==> src/rtl/countdown_timer_core_pkg.sv <==
// Shared egg-timer definitions: BCD widths/limits, repeater state encoding
// and BCD arithmetic helpers reused by the display driver.
package eggtimer_pkg;

    localparam int               BCD_W           = 8;
    localparam logic [BCD_W-1:0] SEC_MAX         = 8'h59;
    localparam int               MAX_MIN_DEFAULT = 59;

    typedef enum logic [1:0] {
        REP_IDLE,
        REP_HOLD,
        REP_REPEAT
    } rep_state_t;

    // Wraps to 00 at limit; otherwise +1 with a 9->0 carry into the tens digit.
    function automatic logic [BCD_W-1:0] bcd_inc(input logic [BCD_W-1:0] v,
                                                 input logic [BCD_W-1:0] limit);
        if (v == limit) begin
            return '0;
        end else if (v[3:0] == 4'd9) begin
            return {v[7:4] + 4'd1, 4'd0};
        end else begin
            return {v[7:4], v[3:0] + 4'd1};
        end
    endfunction

    // Saturates at 00; x0 borrows to (x-1)9.
    function automatic logic [BCD_W-1:0] bcd_dec(input logic [BCD_W-1:0] v);
        if (v == '0) begin
            return '0;
        end else if (v[3:0] == 4'd0) begin
            return {v[7:4] - 4'd1, 4'd9};
        end else begin
            return {v[7:4], v[3:0] - 4'd1};
        end
    endfunction

    function automatic logic [BCD_W-1:0] to_bcd(input int n);
        return {4'(n / 10), 4'(n % 10)};
    endfunction

endpackage

==> src/rtl/countdown_timer_core_if.sv <==
// Control/status bundle between the egg-timer FSM (master) and the
// countdown datapath (slave).
interface countdown_timer_core_if;
    import eggtimer_pkg::*;

    logic             increment_seconds;
    logic             increment_minutes;
    logic             prog_mode;
    logic             load_timer;
    logic             main_timer_enable;
    logic             timer_done;
    logic             done_pulse;
    logic [BCD_W-1:0] disp_min;
    logic [BCD_W-1:0] disp_sec;

    modport master (
        output increment_seconds, increment_minutes, prog_mode,
               load_timer, main_timer_enable,
        input  timer_done, done_pulse, disp_min, disp_sec
    );

    modport slave (
        input  increment_seconds, increment_minutes, prog_mode,
               load_timer, main_timer_enable,
        output timer_done, done_pulse, disp_min, disp_sec
    );

endinterface

==> src/rtl/countdown_timer_core_inc_repeater.sv <==
// Button qualifier: one increment on the rising edge, then one per rep_pulse
// once REPEAT_DELAY strobes have been seen while the button stays held.
module inc_repeater
    import eggtimer_pkg::*;
#(
    parameter int REPEAT_DELAY = 4
) (
    input  logic clk,
    input  logic reset_n,
    input  logic level,
    input  logic rep_pulse,
    output logic inc
);

    localparam int            CW   = (REPEAT_DELAY > 0) ? $clog2(REPEAT_DELAY + 1) : 1;
    localparam logic [CW-1:0] LAST = CW'((REPEAT_DELAY > 0) ? REPEAT_DELAY - 1 : 0);

    rep_state_t    state, state_nxt;
    logic [CW-1:0] cnt, cnt_nxt;

    always_ff @(posedge clk or negedge reset_n) begin
        if (!reset_n) begin
            state <= REP_IDLE;
            cnt   <= '0;
        end else begin
            state <= state_nxt;
            cnt   <= cnt_nxt;
        end
    end

    // REP_IDLE doubles as the edge detector: it is only occupied while level was low.
    always_comb begin
        state_nxt = state;
        cnt_nxt   = cnt;
        inc       = 1'b0;
        case (state)
            REP_IDLE: begin
                if (level) begin
                    inc       = 1'b1;
                    cnt_nxt   = '0;
                    state_nxt = (REPEAT_DELAY == 0) ? REP_REPEAT : REP_HOLD;
                end
            end
            REP_HOLD: begin
                if (!level) begin
                    state_nxt = REP_IDLE;
                    cnt_nxt   = '0;
                end else if (rep_pulse) begin
                    if (cnt == LAST) begin
                        state_nxt = REP_REPEAT;
                    end else begin
                        cnt_nxt = cnt + CW'(1);
                    end
                end
            end
            REP_REPEAT: begin
                if (!level) begin
                    state_nxt = REP_IDLE;
                    cnt_nxt   = '0;
                end else if (rep_pulse) begin
                    inc = 1'b1;
                end
            end
            default: begin
                state_nxt = REP_IDLE;
                cnt_nxt   = '0;
            end
        endcase
    end

endmodule

==> src/rtl/countdown_timer_core.sv <==
// Egg-timer datapath: BCD MM:SS setting counters, running countdown and
// sticky done flag with a one-cycle done strobe.
module countdown_timer_core
    import eggtimer_pkg::*;
#(
    parameter int MAX_MIN      = MAX_MIN_DEFAULT,
    parameter int REPEAT_DELAY = 4
) (
    input  logic                  clk,
    input  logic                  reset_n,
    input  logic                  sec_tick,
    input  logic                  rep_pulse,
    countdown_timer_core_if.slave tmr
);

    localparam logic [BCD_W-1:0] MIN_MAX_BCD = to_bcd(MAX_MIN);

    logic             inc_sec, inc_min;
    logic [BCD_W-1:0] set_min, set_sec;
    logic [BCD_W-1:0] cur_min, cur_sec;
    logic             done_q, pulse_q;
    logic             cur_zero, done_set;

    inc_repeater #(.REPEAT_DELAY(REPEAT_DELAY)) u_rep_sec (
        .clk       (clk),
        .reset_n   (reset_n),
        .level     (tmr.increment_seconds),
        .rep_pulse (rep_pulse),
        .inc       (inc_sec)
    );

    inc_repeater #(.REPEAT_DELAY(REPEAT_DELAY)) u_rep_min (
        .clk       (clk),
        .reset_n   (reset_n),
        .level     (tmr.increment_minutes),
        .rep_pulse (rep_pulse),
        .inc       (inc_min)
    );

    // Seconds wrap without carrying into minutes.
    always_ff @(posedge clk or negedge reset_n) begin
        if (!reset_n) begin
            set_min <= '0;
            set_sec <= '0;
        end else if (tmr.prog_mode) begin
            if (inc_sec) set_sec <= bcd_inc(set_sec, SEC_MAX);
            if (inc_min) set_min <= bcd_inc(set_min, MIN_MAX_BCD);
        end
    end

    assign cur_zero = (cur_min == '0) && (cur_sec == '0);
    assign done_set = cur_zero && tmr.main_timer_enable;

    always_ff @(posedge clk or negedge reset_n) begin
        if (!reset_n) begin
            cur_min <= '0;
            cur_sec <= '0;
        end else if (tmr.load_timer) begin
            cur_min <= set_min;
            cur_sec <= set_sec;
        end else if (tmr.main_timer_enable && sec_tick && !cur_zero) begin
            if (cur_sec == '0) begin
                cur_sec <= SEC_MAX;
                cur_min <= bcd_dec(cur_min);
            end else begin
                cur_sec <= bcd_dec(cur_sec);
            end
        end
    end

    always_ff @(posedge clk or negedge reset_n) begin
        if (!reset_n) begin
            done_q  <= 1'b0;
            pulse_q <= 1'b0;
        end else begin
            pulse_q <= !tmr.load_timer && done_set && !done_q;
            if (tmr.load_timer) begin
                done_q <= 1'b0;
            end else if (done_set) begin
                done_q <= 1'b1;
            end
        end
    end

    assign tmr.timer_done = done_q;
    assign tmr.done_pulse = pulse_q;
    assign tmr.disp_min   = tmr.prog_mode ? set_min : cur_min;
    assign tmr.disp_sec   = tmr.prog_mode ? set_sec : cur_sec;

endmodule

==> src/flat_wrapper.sv <==
// flat-port wrapper written by rule: the top's interface ports become plain ports
module countdown_timer_core_flat import eggtimer_pkg::*;
#(
    parameter int MAX_MIN      = MAX_MIN_DEFAULT,
    parameter int REPEAT_DELAY = 4
)
  (clk, reset_n, sec_tick, rep_pulse, tmr_increment_seconds, tmr_increment_minutes, tmr_prog_mode, tmr_load_timer, tmr_main_timer_enable, tmr_timer_done, tmr_done_pulse, tmr_disp_min, tmr_disp_sec);
  countdown_timer_core_if tmr_i ();
  input  logic clk;
  input  logic reset_n;
  input  logic sec_tick;
  input  logic rep_pulse;
  input wire logic [$bits(tmr_i.increment_seconds)-1:0] tmr_increment_seconds;
  input wire logic [$bits(tmr_i.increment_minutes)-1:0] tmr_increment_minutes;
  input wire logic [$bits(tmr_i.prog_mode)-1:0] tmr_prog_mode;
  input wire logic [$bits(tmr_i.load_timer)-1:0] tmr_load_timer;
  input wire logic [$bits(tmr_i.main_timer_enable)-1:0] tmr_main_timer_enable;
  output wire logic [$bits(tmr_i.timer_done)-1:0] tmr_timer_done;
  output wire logic [$bits(tmr_i.done_pulse)-1:0] tmr_done_pulse;
  output wire logic [$bits(tmr_i.disp_min)-1:0] tmr_disp_min;
  output wire logic [$bits(tmr_i.disp_sec)-1:0] tmr_disp_sec;
  assign tmr_i.increment_seconds = tmr_increment_seconds;
  assign tmr_i.increment_minutes = tmr_increment_minutes;
  assign tmr_i.prog_mode = tmr_prog_mode;
  assign tmr_i.load_timer = tmr_load_timer;
  assign tmr_i.main_timer_enable = tmr_main_timer_enable;
  assign tmr_timer_done = tmr_i.timer_done;
  assign tmr_done_pulse = tmr_i.done_pulse;
  assign tmr_disp_min = tmr_i.disp_min;
  assign tmr_disp_sec = tmr_i.disp_sec;
  countdown_timer_core #(.MAX_MIN(MAX_MIN), .REPEAT_DELAY(REPEAT_DELAY)) u_core (.clk(clk), .reset_n(reset_n), .sec_tick(sec_tick), .rep_pulse(rep_pulse), .tmr(tmr_i));
endmodule
==> config.mk <==
export PLATFORM = sky130hd
export DESIGN_NAME = countdown_timer_core_flat
export DESIGN_NICKNAME = d
export VERILOG_FILES = /design/src/rtl/countdown_timer_core_pkg.sv /design/src/rtl/countdown_timer_core_if.sv /design/src/rtl/countdown_timer_core_inc_repeater.sv /design/src/rtl/countdown_timer_core.sv /design/src/flat_wrapper.sv
export SDC_FILE = /design/constraint.sdc
export NUM_CORES = 1
export LEC_CHECK = 0
export ABC_AREA = 1
export BUFFER_PORTS_ARGS = -buffer_cell sky130_fd_sc_hd__buf_2
export CAP_MARGIN = 20
export CORE_UTILIZATION = 40
export CTS_BUF_LIST = sky130_fd_sc_hd__clkbuf_16
export DETAILED_ROUTE_END_ITERATION = 12
export GPL_TIMING_DRIVEN = 0
export PLACE_DENSITY = 0.7
export SYNTH_ARGS = -nofsm -noshare
export SYNTH_HDL_FRONTEND = slang
export SYNTH_SLANG_ARGS = --single-unit
==> constraint.sdc <==
create_clock -name clk -period 1.8 [get_ports clk]
set_input_delay 0.18 -clock clk [delete_from_list [all_inputs] [get_ports clk]]
set_output_delay 0.18 -clock clk [all_outputs]
set_load 0.1 [all_outputs]
==> out/results.ini, run 1 <==
[clock_network]
clk_pin_slew_worst_paths_ns=0.06
h-tree-depth=2
root_buffer=clkbuf_16
clk_latency_ns=0.29
cts_tree=yes
numCtsBuffers=5
cts.sinks=44
clockBufferDepth=2

[cells_and_area]
final_area_um2=3350
syn_to_final_growth_pct=16.0
fill_cells=705
drive_above_1_share_pct=14.2
diodes=0
finalNetCount=466

[sta]
finalHoldViolations=0
fmax_mhz=599
fin_crit_sh_pct=92.7
setup_viol=0
tightestPinTransition_ns=0.520
finalClockSkew_ns=0.00606
slew_violations=0
slew_headroom_pct=65.3
finalCriticalPeriod_ns=1.67

[global_route]
grt_pass1_vias=2527
antenna_found_initial=0
grt.overflow.total=0
track_usage_pct=18.8
grt_pass1_wl_um=11200
grt_max_degree=45

[place]
place_area_um2=3130
dpl.hpwl_um=4820
port_buffers=24
gp_congestion=0.849

[worst_setup_path]
cp_max_fo=10
worst_setup_path_end_kind=register
reg2regPathDepth=10
regToRegStartpoint=u_core.cur_sec[4]
path_class=reg -> reg
worstPathArrival_ns=1.83
critPathRequiredTime_ns=1.97
r2r_setup_slack_ns=0.13
start_kind=register
r2r_end=u_core.cur_sec[1]

[logic_synthesis]
synth_ff_type=dfrtp_1
synth_common_cells=126 x nand2_1, 47 x inv_1, 44 x dfrtp_1, 42 x nand3_1
synth-warning-count=0
avgSynthCellArea_um2=7.22
async_flop_share_pct=100
synth_top_area_cell=dfrtp_1
syn-cell-area_um2=2890
syn_nets=429
ys_seq_elements=44
synthCells=400
seq_area_frac_synth_pct=38.1
synth_edf_count=0
synth.area.top_cells=dfrtp_1 38%, nand2_1 16%, ha_1 8.7%
synth_top_area_share_pct=38.1
synthDistinctLibCells=29
synth.most_common_cell=nand2_1

[routing]
via_count=2685
detail-route-antenna-nets=0
wirelength_um=6660
routed_via_density=5.04
drc_errors=0
wl_per_cell_um=12.5
dr.pass1.iters=4
first_iter_violations=181

[min_path]
holdPathStages=2
hp-class=in -> reg
holdPathEnd=u_core.u_rep_sec.state[0]
hp-start=rep_pulse

[floorplan]
start_util_pct=42.0
die_w_um=87.0
ios=27
rows=30
dieArea_um2=7560
die_h_um=87.0
fp.coreArea_um2=6870

[power_and_ir_drop]
ir_drop_mv=0.668
leakage_nw=1.77
power_density_nw_per_um2=1730
design_power_total_w=0.00580

[run_status]
status=finished clean

[run]
maxCapViolCount=0

[registers in the layout, summed over array words and instances, names as in the netlist]
name	cells
u_core.u_rep_sec.state	2
u_core.cur_sec	8
u_core.u_rep_min.cnt	3
u_core.cur_min	8
u_core.set_min	8
u_core.u_rep_min.state	2
u_core.set_sec	8
u_core.tmr.timer_done	1
u_core.tmr.done_pulse	1
u_core.u_rep_sec.cnt	3
[layout by cell type, fill, tap and decap left out, types with 2 or more instances in the layout]
cell | netlist | layout
a21oi_1 | 8 | 7
a31oi_1 | 2 | 2
buf_2 | 4 | 27
buf_4 | 0 | 5
clkbuf_1 | 4 | 4
clkbuf_16 | 0 | 5
dfrtp_1 | 44 | 44
ha_1 | 20 | 19
inv_1 | 47 | 45
inv_2 | 3 | 6
nand2_1 | 126 | 126
nand2_2 | 2 | 2
nand2_4 | 4 | 4
nand3_1 | 42 | 42
nand4_1 | 6 | 6
nor2_1 | 29 | 28
nor2_4 | 2 | 2
nor3_1 | 3 | 3
o21ai_0 | 29 | 14
o21ai_1 | 2 | 17
o22ai_1 | 6 | 6
or2_2 | 3 | 3
xnor2_1 | 3 | 3
xor2_1 | 4 | 4
[metrics by stage]
step,cells,setup slack [ns],utilization [%],TNS (ns),hold WS (ns)
2_1_floorplan,400,-0.272,-,-3.96,-0.116
3_3_place_gp,520,0.0581,45.6,0,0.417
3_5_place_dp,520,0.0329,45.6,0,0.424
4_1_cts,527,0.0137,47.5,0,0.124
5_1_grt,533,-0.00437,48.7,-0.00437,0.142
6_report,533,0.132,48.7,0,0.129
[layout make-up]
type                       instances  area, um^2  area share, %
multi-input combinational        297        1580           47.1
sequential                        44        1100           32.9
inverter                          50         188           5.61
timing repair buffer              30         180           5.38
clock buffer                       5         125           3.74
tap                               96         120           3.59
buffer                             9        48.8           1.46
clock inverter                     2        8.76          0.262
[cells by family after synthesis]
| family | Yosys count | synth area share [%] |
|---|---|---|
| AOI/OAI and AO/OA | 51 | 9.67 |
| xor gates and xnor gates | 7 | 2.12 |
| DFF | 44 | 38.1 |
| adders and majority gates | 20 | 8.67 |
| buffers and inverters | 59 | 8.11 |
| and+or+nand+nor | 219 | 33.3 |
[layer usage]
layer / up-vias / track usage [%] / wire length, um
met5: - / 0 / 0
met4: 0 / 6.06 / 102
met3: 9 / 3.22 / 185
met2: 42 / 32.3 / 3200
met1: 1270 / 23.9 / 3170
li1: 1364 / - / -
[timing repair]
item | 4_1_cts | 5_1_grt
hold buffers | 0 | 1
hold endpoints to repair | 0 | 15
setup buffers | 0 | 4
setup endpoints to repair | 0 | 16
resized for setup | 0 | 9
[power breakdown]
part / total (W) / switching, W / internal [W]
clock: 0.000868 / 0.000369 / 0.000499
sequential: 0.00177 / 0.000413 / 0.00135
combinational: 0.00316 / 0.00229 / 0.000874
total: 0.00580 / 0.00307 / 0.00273
[worst max path at each step]
stage,slack [ns],to,cells after the start,from
after floorplan,-0.27,tmr_disp_min[0],3,tmr_prog_mode
after global placement,0.06,u_core.cur_min[2],10,u_core.cur_sec[0]
after detailed placement,0.03,u_core.cur_sec[1],10,u_core.cur_sec[0]
after CTS,0.01,u_core.cur_min[6],10,u_core.cur_sec[0]
after global routing,-0.004,u_core.cur_sec[1],10,u_core.cur_sec[4]
final,0.13,u_core.cur_sec[1],10,u_core.cur_sec[4]
[worst max-delay path, cell delays in order, from the launching register on]
cell	delay, ns
dfrtp_1	0.39
inv_1	0.16
ha_1	0.17
nand3_1	0.15
nor2_2	0.16
nand2_2	0.08
nand2_4	0.08
nand2_4	0.05
buf_4	0.18
nand2_1	0.06
nand3_1	0.06
(Power assumes the default switching activity.)
==> inputs of run 2 (changes only) <==
CORE_UTILIZATION = 45   (was 40)
PLACE_DENSITY = 0.75   (was 0.7)
==> out/results.ini, run 2 (synthesized netlist as in run 1, its figures left out) <==
[worst_setup_path]
cpMostUsedCell=buf_2
crit_buf_inv=3
crit_chain=buf_2, clkbuf_1, nand2_1, o21ai_1, buf_2
path_class=in -> out
cp_max_fo=10
start_kind=primary input
worstPathArrival_ns=1.51
regToRegStartpoint=u_core.cur_min[0]
path_delay_family=buffers and inverters
slowest_stage=clkbuf_1
startpoint=tmr_prog_mode
worst_setup_path_end_kind=output pin
critPathRequiredTime_ns=1.62
max_stage_delay_ns=0.46

[clock_network]
h-tree-depth=2
cts_tree=yes
clk_latency_ns=0.28
clk_pin_slew_worst_paths_ns=0.06
root_buffer=clkbuf_16
numCtsBuffers=5
clockBufferDepth=2
cts.sinks=44

[routing]
wl_per_cell_um=13.0
detail-route-antenna-nets=0
wirelength_um=6620
dr.pass1.iters=4
routed_via_density=5.21
via_count=2652
first_iter_violations=187
drc_errors=0

[sta]
slew_violations=0
fmax_mhz=593
tightestPinTransition_ns=0.548
finalClockSkew_ns=0.00200
finalHoldViolations=0
slew_headroom_pct=63.5
worst_slack_ns=0.112
finalCriticalPeriod_ns=1.69
setup_viol=0
fin_crit_sh_pct=93.8

[cells_and_area]
syn_to_final_growth_pct=14.7
drive_above_1_share_pct=14.7
layout_common_cells=124 x nand2_1, 44 x inv_1, 44 x dfrtp_1
fin_util_pct=54.6
final_common_cell=nand2_1
diodes=0
finalNetCount=462

[floorplan]
rows=28
die_w_um=82.1
ios=27
start_util_pct=47.6
die_h_um=82.1
dieArea_um2=6740
fp.coreArea_um2=6060

[power_and_ir_drop]
ir_drop_mv=0.767
power_density_nw_per_um2=1740
leakage_nw=1.76

[global_route]
grt_max_degree=45
grt_pass1_vias=2536
grt_pass1_wl_um=11400
antenna_found_initial=0
track_usage_pct=22.4
grt.overflow.total=0

[min_path]
hp-class=in -> reg
hp-start=rep_pulse

[place]
place_ws_ns=0.0130
port_buffers=24
dpl.hpwl_um=4830
gp_congestion=0.848

[run_status]
status=finished clean

[run]
maxCapViolCount=0

==> run 2: cell count changes in the layout (fill, tap and decap cells not counted), moves of 2 or more <==
| cell | change |
|---|---|
| nand3_1 | -2 |
| nand3_2 | +2 |
| buf_4 | -5 |
| nand2_1 | -2 |
| nand2_2 | +2 |
| inv_2 | +2 |
==> run 2: final timing paths <==
check	to	slack, ns	cells after the start
setup / recovery	tmr_disp_min[3]	0.11	5
setup reg to reg	u_core.cur_sec[5]	0.12	10
min in group asynchronous	u_core.cur_sec[5]	0.35	2
max in group asynchronous	u_core.u_rep_sec.state[1]	0.97	3
hold reg to reg	u_core.tmr.done_pulse	0.46	1
hold / removal	u_core.u_rep_sec.state[0]	0.13	2
==> run 2: routing by layer <==
metal  up-vias  part of all wire, %  GRT usage (%)
li1       1356                    -              -
met1      1227                   45           28.0
met2        57                   49           38.3
met3        12                  4.3           4.29
met4         0                  2.0           7.89
met5         -                    0              0
==> run 2: where the power goes <==
part | total, W | switching (W) | leakage [nW] | internal [W]
sequential | 0.00177 | 0.000417 | 0.542 | 0.00135
clock | 0.000866 | 0.000367 | 0.0738 | 0.000500
combinational | 0.00313 | 0.00230 | 1.15 | 0.000831
==> run 2: layout make-up <==
cell class / count / area, um^2
Inverter: 50 / 188
Sequential cell: 44 / 1100
Clock inverter: 3 / 11.3
Buffer: 9 / 48.8
Tap cell: 75 / 93.8
Multi-Input combinational cell: 297 / 1590
Clock buffer: 5 / 125
Timing Repair Buffer: 26 / 150
Fill cell: 584 / 2750
==> run 2: per-stage QoR <==
| step | hold slack [ns] | instance area, um^2 | setup TNS (ns) | cells | power (W) |
|---|---|---|---|---|---|
| global route | 0.144 | 3310 | -0.000872 | 509 | 0.00622 |
| finish | 0.127 | 3310 | 0 | 509 | 0.00576 |
| CTS | 0.103 | 3240 | 0 | 507 | 0.00570 |
| detailed placement | 0.411 | 3100 | 0 | 499 | 0.00481 |
| global placement | 0.399 | 3100 | 0 | 499 | 0.00471 |
| floorplan | -0.116 | 2890 | -3.96 | 400 | 0.00422 |
==> run 2: what timing repair did <==
action,4_1_cts,5_1_grt
gates resized for setup,1,14
hold endpoints to repair,0,14
setup buffers,0,0
hold buffers,0,1
setup endpoints to repair,2,16
cloned,0,0
pin swaps,0,2
==> run 2: worst register-to-register path, cell delays in order, from the launching register on <==
cell	delay, ns
dfrtp_1	0.41
inv_2	0.10
ha_2	0.21
nand3_4	0.13
nor2_4	0.14
nand2_2	0.08
nand2_4	0.09
nand2_4	0.06
clkbuf_4	0.20
nand3_1	0.08
nand2_1	0.07
